--- src/rtl/mem_arb_pkg.sv ---
// mem_arb_pkg: shared types and constants for the fetch/data SRAM arbiter.
//   owner_e          : which port owns the read response in flight
//   WORD_BYTES       : SRAM word size in bytes
//   DEF_ADDR_WIDTH   : default SRAM word-address width
//   DEF_STARVE_LIMIT : default max consecutive data grants while fetch waits
package mem_arb_pkg;

  localparam int WORD_BYTES       = 4;
  localparam int DEF_ADDR_WIDTH   = 14;
  localparam int DEF_STARVE_LIMIT = 4;

  typedef enum logic [1:0] {
    OWNER_NONE  = 2'd0,
    OWNER_FETCH = 2'd1,
    OWNER_DATA  = 2'd2
  } owner_e;

endpackage

--- src/rtl/mem_arb_starve_counter.sv ---
// mem_arb_starve_counter: counts consecutive data grants taken while fetch is
// waiting, saturating at STARVE_LIMIT.
//   clock, reset   : clock, synchronous active-high reset
//   fetch_waiting  : fetch request pending this cycle
//   data_granted   : data port won arbitration this cycle
//   force_fetch    : fetch must win this cycle (limit reached and fetch waits)
module mem_arb_starve_counter
  import mem_arb_pkg::*;
#(
  parameter int STARVE_LIMIT = DEF_STARVE_LIMIT
) (
  input  logic clock,
  input  logic reset,
  input  logic fetch_waiting,
  input  logic data_granted,
  output logic force_fetch
);

  localparam logic [3:0] LIMIT = 4'(STARVE_LIMIT);

  logic [3:0] count;

  // A data grant with fetch waiting is the only way to advance; anything else
  // (fetch idle, or fetch itself granted) restarts the window.
  always_ff @(posedge clock) begin
    if (reset)
      count <= '0;
    else if (!fetch_waiting || !data_granted)
      count <= '0;
    else if (count != LIMIT)
      count <= count + 4'd1;
  end

  // Depends only on state and fetch_waiting, so no loop through data_granted.
  assign force_fetch = fetch_waiting && (count == LIMIT);

endmodule

--- src/rtl/mem_port_arbiter.sv ---
// mem_port_arbiter: shares one single-port synchronous SRAM between the
// instruction-fetch port and the load/store port. Data has priority, with a
// starvation bound that forces a fetch grant after STARVE_LIMIT data grants.
// Read data returns one cycle after the grant, routed to the owning port.
//   clock, reset                 : clock, synchronous active-high reset
//   fetch_req/addr               : fetch read request (held until ready)
//   fetch_ready/rvalid/rdata     : fetch accept, read response
//   data_req/we/be/addr/wdata    : load/store request (held until ready)
//   data_ready/rvalid/rdata      : data accept, load response
//   sram_en/we/addr/wdata/rdata  : SRAM interface (rdata valid cycle after en)
//   fault, fault_addr            : misaligned-drop pulse and its address
module mem_port_arbiter
  import mem_arb_pkg::*;
#(
  parameter int ADDR_WIDTH   = DEF_ADDR_WIDTH,
  parameter int STARVE_LIMIT = DEF_STARVE_LIMIT
) (
  input  logic                  clock,
  input  logic                  reset,
  input  logic                  fetch_req,
  input  logic [31:0]           fetch_addr,
  output logic                  fetch_ready,
  output logic                  fetch_rvalid,
  output logic [31:0]           fetch_rdata,
  input  logic                  data_req,
  input  logic                  data_we,
  input  logic [3:0]            data_be,
  input  logic [31:0]           data_addr,
  input  logic [31:0]           data_wdata,
  output logic                  data_ready,
  output logic                  data_rvalid,
  output logic [31:0]           data_rdata,
  output logic                  sram_en,
  output logic [3:0]            sram_we,
  output logic [ADDR_WIDTH-1:0] sram_addr,
  output logic [31:0]           sram_wdata,
  input  logic [31:0]           sram_rdata,
  output logic                  fault,
  output logic [31:0]           fault_addr
);

  localparam int OFF_W = $clog2(WORD_BYTES);

  logic        force_fetch;
  logic        grant_data;
  logic        grant_fetch;
  logic        granted;
  logic [31:0] gnt_addr;
  logic        misaligned;
  owner_e      owner_next;
  owner_e      owner_q;
  logic        fault_q;
  logic [31:0] fault_addr_q;
  logic        unused_addr_bits;

  mem_arb_starve_counter #(
    .STARVE_LIMIT (STARVE_LIMIT)
  ) u_starve (
    .clock         (clock),
    .reset         (reset),
    .fetch_waiting (fetch_req),
    .data_granted  (grant_data),
    .force_fetch   (force_fetch)
  );

  // Grants are masked during reset so nothing is accepted then.
  assign grant_data  = !reset && data_req && !force_fetch;
  assign grant_fetch = !reset && fetch_req && !grant_data;
  assign granted     = grant_data || grant_fetch;

  assign gnt_addr   = grant_data  ? data_addr  :
                      grant_fetch ? fetch_addr : 32'd0;
  assign misaligned = granted && (gnt_addr[OFF_W-1:0] != '0);

  assign fetch_ready = grant_fetch;
  assign data_ready  = grant_data;

  // Misaligned requests are acknowledged but never reach the SRAM.
  assign sram_en    = granted && !misaligned;
  assign sram_we    = (sram_en && grant_data && data_we) ? data_be : 4'd0;
  assign sram_addr  = gnt_addr[ADDR_WIDTH+OFF_W-1:OFF_W];
  assign sram_wdata = grant_data ? data_wdata : 32'd0;

  // Upper address bits wrap by design.
  assign unused_addr_bits = ^gnt_addr;

  always_comb begin
    owner_next = OWNER_NONE;
    if (sram_en && grant_fetch)
      owner_next = OWNER_FETCH;
    else if (sram_en && grant_data && !data_we)
      owner_next = OWNER_DATA;
  end

  always_ff @(posedge clock) begin
    if (reset) begin
      owner_q      <= OWNER_NONE;
      fault_q      <= 1'b0;
      fault_addr_q <= 32'd0;
    end else begin
      owner_q <= owner_next;
      fault_q <= misaligned;
      if (misaligned)
        fault_addr_q <= gnt_addr;
    end
  end

  // Responses are masked by reset so a read whose data cycle coincides with
  // reset is discarded rather than delivered.
  assign fetch_rvalid = !reset && (owner_q == OWNER_FETCH);
  assign data_rvalid  = !reset && (owner_q == OWNER_DATA);
  assign fetch_rdata  = fetch_rvalid ? sram_rdata : 32'd0;
  assign data_rdata   = data_rvalid  ? sram_rdata : 32'd0;
  assign fault        = !reset && fault_q;
  assign fault_addr   = reset ? 32'd0 : fault_addr_q;

endmodule

--- config.mk ---
export PLATFORM = sky130hd
export DESIGN_NAME = mem_port_arbiter
export DESIGN_NICKNAME = d
export VERILOG_FILES = /design/src/rtl/mem_arb_pkg.sv /design/src/rtl/mem_arb_starve_counter.sv /design/src/rtl/mem_port_arbiter.sv
export SDC_FILE = /design/constraint.sdc
export NUM_CORES = 1
export LEC_CHECK = 0
export BUFFER_PORTS_ARGS = -buffer_cell sky130_fd_sc_hd__buf_2
export CORE_AREA = 4 4 110 112
export DETAILED_ROUTE_END_ITERATION = 8
export DIE_AREA = 0 0 114 116
export SLEW_MARGIN = 10
export SYNTH_ARGS = -nofsm -noshare
export SYNTH_HDL_FRONTEND = slang
export SYNTH_SLANG_ARGS = --single-unit
--- constraint.sdc ---
create_clock -name clock -period 2.6 [get_ports clock]
set_input_delay 0.65 -clock clock [delete_from_list [all_inputs] [get_ports clock]]
set_output_delay 0.65 -clock clock [all_outputs]
set_load 0.02 [all_outputs]
==> Word-level counts from Yosys, hierarchy flattened <==
Index checks and enable logic that the tools add are counted.
{ "op_classes": {"addsub": 1, "eq_ne": 4, "mux": 9, "n_reduce_logical": 25} }
{ "op_table": {"columns": ["operator", "count"], "rows": [
  ["32-bit 2-to-1 mux", 6],
  ["1-bit logical AND", 14],
  ["1-bit zero test", 6],
  ["4-bit by 1-bit adder with 4-bit output (second input constant)", 1],
  ["4-bit by 3-bit equality test with 1-bit output (second input constant)", 1],
  ["4-bit 2-to-1 mux", 1],
  ["4-bit by 3-bit != test with 1-bit output (second input constant)", 1],
  ["2-bit OR reduction", 2],
  ["2-bit by 1-bit equality test with 1-bit output (second input constant)", 1],
  ["2-bit equality test (second input constant)", 1],
  ["1-bit logical OR", 2],
  ["2-bit 2-to-1 mux", 1],
  ["2-bit nonzero test", 1],
  ["1-bit 2-to-1 mux", 1]
]} }
{ "word_totals": {"regBits": 39, "in_bits": 137, "output_inout_bits": 152, "word_cells": 44} }

==> Longest topological paths before layout <==
{ "logic_depth": {"word_depth": 16, "depth_mapped": 9, "depth_no_buf": 7} }

==> By module <==
From an unflattened synthesis, not the netlist that was laid out.
{ "hier_totals": {"hier_cells": 384, "area_unflattened_um2": 3019.1} }
{ "modules_own_cells": {"columns": ["module", "instances", "cells_per_inst", "area_each_um2", "seq_area_each_um2"], "rows": [
  ["mem_port_arbiter", 1, 361, 2790.2, 700.7],
  ["mem_arb_starve_counter", 1, 23, 229.0, 80.1]
]} }

==> Worst setup path after synthesis <==
OpenSTA, ideal clock, no wires.
{ "synth_path": {"kind": "input to output", "start": "in reset", "end": "out sram_en", "arrival_ns": 1.961, "t_required_ns": 1.950, "setup_slack_ns": -0.011, "cell_stages": 7, "path_buffers": 2, "path_cell_list": "buf_6 nand2b_1 a211o_1 and2_4 inv_2 buf_6 nor3_1"} }
{ "synth_between": {"elab_chain_len": 11, "elab_cells_between_ends": 13, "classes_between": "mux: 2; reduce/logical: 11"} }
{ "synth_rtl": {"columns": ["item", "line_no", "rtl"], "rows": [
  ["start, declared", "mem_port_arbiter.sv:19", "input logic reset,"],
  ["1-bit zero test (*)", "mem_port_arbiter.sv:67, mem_port_arbiter.sv:68", null],
  ["1-bit logical AND (2 in a row)", "mem_port_arbiter.sv:67", "assign grant_data = !reset && data_req && !force_fetch;"],
  ["1-bit zero test", "mem_port_arbiter.sv:68", "assign grant_fetch = !reset && fetch_req && !grant_data;"],
  ["1-bit logical AND", "mem_port_arbiter.sv:68", null],
  ["32-bit 2-to-1 mux", "mem_port_arbiter.sv:72", "grant_fetch ? fetch_addr : 32'd0;"],
  ["32-bit 2-to-1 mux", "mem_port_arbiter.sv:71", "assign gnt_addr = grant_data ? data_addr :"],
  ["2-bit nonzero test", "mem_port_arbiter.sv:73", "assign misaligned = granted && (gnt_addr[OFF_W-1:0] != '0);"],
  ["1-bit logical AND", "mem_port_arbiter.sv:73", null],
  ["1-bit zero test", "mem_port_arbiter.sv:79", "assign sram_en = granted && !misaligned;"],
  ["1-bit logical AND (*)", "mem_port_arbiter.sv:79", null],
  ["end, declared", "mem_port_arbiter.sv:33", "output logic sram_en,"]
]} }
Mark *: on every way between the ends. The rest lies on a longest branch, timed or not.

==> Final worst setup path <==
{ "layout_path": {"start": "reg u_starve.count[0]", "end": "out sram_en"} }
{ "layout_between": {"elab_chain_len": 12, "elab_cells_between_ends": 13, "classes_between": "eq/ne: 1; mux: 2; reduce/logical: 10"} }
{ "layout_rtl": {"columns": ["item", "line_no", "rtl"], "rows": [
  ["start, declared", "mem_arb_starve_counter.sv:21", "logic [3:0] count;"],
  ["start signal, assigned", "mem_arb_starve_counter.sv:31", "count <= count + 4'd1;"],
  ["4-bit by 3-bit equality test with 1-bit output (*)", "mem_arb_starve_counter.sv:35", "assign force_fetch = fetch_waiting && (count == LIMIT);"],
  ["1-bit logical AND (*)", "mem_arb_starve_counter.sv:35", null],
  ["1-bit zero test (*)", "mem_port_arbiter.sv:67", null],
  ["1-bit logical AND (*)", "mem_port_arbiter.sv:67", null],
  ["1-bit zero test", "mem_port_arbiter.sv:68", null],
  ["1-bit logical AND", "mem_port_arbiter.sv:68", null],
  ["32-bit 2-to-1 mux", "mem_port_arbiter.sv:72", null],
  ["32-bit 2-to-1 mux", "mem_port_arbiter.sv:71", null],
  ["2-bit nonzero test", "mem_port_arbiter.sv:73", null],
  ["1-bit logical AND", "mem_port_arbiter.sv:73", null],
  ["1-bit zero test", "mem_port_arbiter.sv:79", null],
  ["1-bit logical AND (*)", "mem_port_arbiter.sv:79", null]
]} }
Marks and branches as above.

==> run summary <==
Run status
- finished clean — status

Power and ir drop
- 28.5% — combinational share of power
- 2.67 nW — cell leakage power
- 234 uV — worst voltage drop across the vdd grid
- 35.0% — Clk network pwr share
- 0.00125 W — Internal
- 28.4% — switching power as a share of total power
- 0.000497 W — switching power
- 380 mW/mm^2 — Pwr per Cell Area
- 36.5% — Sequential Power Share

Logic synthesis
- 0 — count of flip-flops with a built-in enable after synthesis
- 11.2% — share of cell area taken by muxes after synthesis
- 35 — Yosys cell types
- 35.0% — post-synthesis simple-gate area fraction
- 0.00274 mm^2 — cell area after synthesis
- 0% — share of flip-flops with an asynchronous set or reset after synthesis
- 13.7% — complex-gate fraction of the synthesized area
- 0.320% — xor-xnor portion of the synthesized cell area
- 316 — cell count after synthesis
- 28.5% — Seq/Total Area, Yosys
- 0.914% — share of synthesized cell area in full adder, half adder and majority cells
- simple AND/OR/NAND/NOR gates — main combinational cell family by area after synthesis
- 455 — number of nets in the synthesized netlist
- dfxtp_1 — ys flop type
- 8.67 um^2 — synthesized area per cell
- 39 — flops & latches, synth
- 0 — warning count from the yosys run

Floorplan
- 116 um — chip height
- 0.0112 mm^2 — Core ar.
- 289 — I/O pin total
- 0.0132 mm^2 — die outline area
- 39 — number of cell rows
- 114 um — width of the die
- 24.4% — effective utilization at floorplan

Routing
- 0 — post-route DRC violation count
- 73 — DRC violation total after the first TritonRoute iteration
- 5 — iteration count of the initial detailed-routing pass
- 0 — Antenna Violating Nets Remaining
- 14.5 um — WL per Instance
- 3218 — vias
- 10700 um — routed wire length
- 4.36 — vias per cell

CTS
- clkbuf_16 — clock root buffer master
- built — TritonCTS clock tree
- 2 — maximum level of the CTS H-tree
- 0.06 ns — clock-pin slew on the worst setup and hold paths
- 0.28 ns — Skew-Pair Late Insertion Delay
- 5 — cts bufs inserted
- 2 — buffers from clock root to sink, at most
- 39 — total clock sinks

Setup path
- fault_addr_q[18]$_SDFFE_PP0P_ — destination of the worst register-to-register timing path
- 8 — count of cells along the worst register-to-register path
- 1.85 ns — arrival time worst endpoint
- 0.58 ns — Register-to-Register Setup Slack
- u_starve.count[0]$_SDFFE_PP0P_ — worst reg2reg startpoint
- output pin — Setup crit end kind
- reg -> out — start-to-end type of the worst setup path
- flop — Critical Path Source Type
- 1.95 ns — Req. time, crit path
- 3 — critical-path maximum fanout

Min path
- fault_addr_q[31]$_SDFFE_PP0P_ — endpoint of the worst hold-timing path
- fault_addr_q[31]$_SDFFE_PP0P_ — Worst Min Path Start
- 2 — Cells on Worst Hold Path
- reg -> reg — HP Class

STA
- 0.101 ns — worst path setup slack after routing
- false — unrepaired setup endpoints after global routing
- 2.50 ns — Min Clock Period, post-route
- 96.1% — period utilisation layout
- 400 MHz — maximum clock rate
- 0.00912 ns — Worst Clk Skew
- 0.365 ns — Least-Margin Pin Slew
- 0 — number of failing hold endpoints at the final stage
- 0 — setup violators final
- 75.7% — max_slew headroom
- 0 ns — summed negative setup slack over all endpoints
- 0.471 ns — hold_ws
- 0 — final number of max-transition violations

Global route
- 0 — antenna violations before repair
- 0 — grt ovf
- 14.4% — total track usage
- 34 — maximum number of pins on one net before global-route repair
- 3134 — via count of the first global-routing pass
- 15300 um — wire length of the first global-routing pass

Job
- 0 — count of max-cap constraint violations

Layout
- 734 — nets@finish
- 0 — ant diodes
- 67.9% — area grow syn2layout
- 59.7% — ratio of cells with drive above 1 in the final layout
- 41.0% — Final Util

Place
- 8660 um — detailed-placement wirelength estimate
- 288 — buffers added on ports
- 0.775 — Final Wtd Congestion
- 0.0517 ns — setup slack after placement

how the worst max path moves through the flow:
stage / depth (start not counted) / start / to
2_1_floorplan: 6 / reset / sram_wdata[10]
3_3_place_gp: 6 / reset / sram_addr[12]
4_1_cts: 7 / u_starve.count[0]$_SDFFE_PP0P_ / sram_addr[10]
3_5_place_dp: 6 / reset / sram_addr[12]
5_1_grt: 8 / u_starve.count[1]$_SDFFE_PP0P_ / sram_en
6_report: 8 / u_starve.count[0]$_SDFFE_PP0P_ / sram_en
cell usage after synthesis, types with 2 or more instances:
cell	instances	area share, %
and2_1	96	22
inv_1	11	1.5
mux2_2	10	4.1
nor2b_1	25	5.7
buf_6	5	2.1
nor2_1	16	2.2
a222oi_1	7	2.6
clkbuf_1	20	2.7
buf_4	14	3.8
nor3_1	2	0.37
dfxtp_1	39	29
nand2b_1	2	0.46
a211oi_1	7	1.9
and4_1	4	1.3
nor3b_1	2	0.55
mux2_4	13	7.1
a22o_1	24	7.7
ha_1	2	0.91
critical path, stage by stage, from the launching register on:
cell and delay [ns]:
dfxtp_2 0.33, inv_1 0.04, ha_2 0.19, and4b_2 0.24, or3_4 0.37, and2_4 0.15, inv_2 0.05, nor3_2 0.04
buf_4 0.17
cells in the final DEF (no fill, tap or decap), drive strengths merged, types with 2 or more instances in the layout:
master | synthesis | final
buf | 19 | 310
a211oi | 7 | 7
mux2 | 23 | 23
and4 | 4 | 4
a222oi | 7 | 7
nor2 | 16 | 16
inv | 12 | 13
nor3 | 2 | 2
nor3b | 2 | 2
a22o | 24 | 24
a21oi | 2 | 2
clkbuf | 20 | 7
dfxtp | 39 | 39
and2 | 97 | 97
ha | 2 | 2
nor2b | 25 | 25
nand2b | 3 | 3
layer usage:
metal	track usage [%]	share of wire, %
met5	0	0
met2	27.5	51
met4	3.40	1.2
met3	3.55	10
met1	16.1	38
sequential cells by signal (all words and copies together), names as in the netlist:
register and cells:
owner_q 2, fault_q 1, u_starve.count 4, fault_addr_q 32
repair_timing:
action	in CTS	in global routing
gates cloned	1	1
setup buffers	0	2
endpoints found under the setup margin	11	51
pin swaps	0	2
hold buffers	0	0
endpoints found under the hold margin	0	0
resized for setup	3	6
power groups by stage:
stage          combinational, W  sequential, W  clock (W)
2_1_floorplan          0.000280       0.000650          0
3_3_place_gp           0.000479       0.000652          0
3_5_place_dp           0.000483       0.000652          0
4_1_cts                0.000493       0.000639   0.000635
5_1_grt                0.000540       0.000643   0.000665
6_report               0.000498       0.000639   0.000612
metrics by stage:
stage	area, um^2	total power, W	instances
finish	4600	0.00175	738
global route	4600	0.00185	738
CTS	4530	0.00177	735
detailed placement	4350	0.00114	727
global placement	4350	0.00113	727
floorplan	2740	0.000930	316
final cells by class:
type | instances | area, um^2
clock inverter | 1 | 8.76
fill | 1105 | 6630
sequential | 39 | 783
inverter | 12 | 45.0
clock buffer | 6 | 139
timing repair buffer | 311 | 1720
multi-input combinational | 226 | 1720
tap | 143 | 179
cells by family after synthesis:
group,count (synthesis)
flip-flops,39
AND/OR/NAND/NOR,156
adder cells (fa/ha/maj),2
XOR/XNOR,1
AO/OA/AOI/OAI,44
multiplexers,23
buffers and inverters,51
No activity file was read; power rests on OpenSTA's default activity.
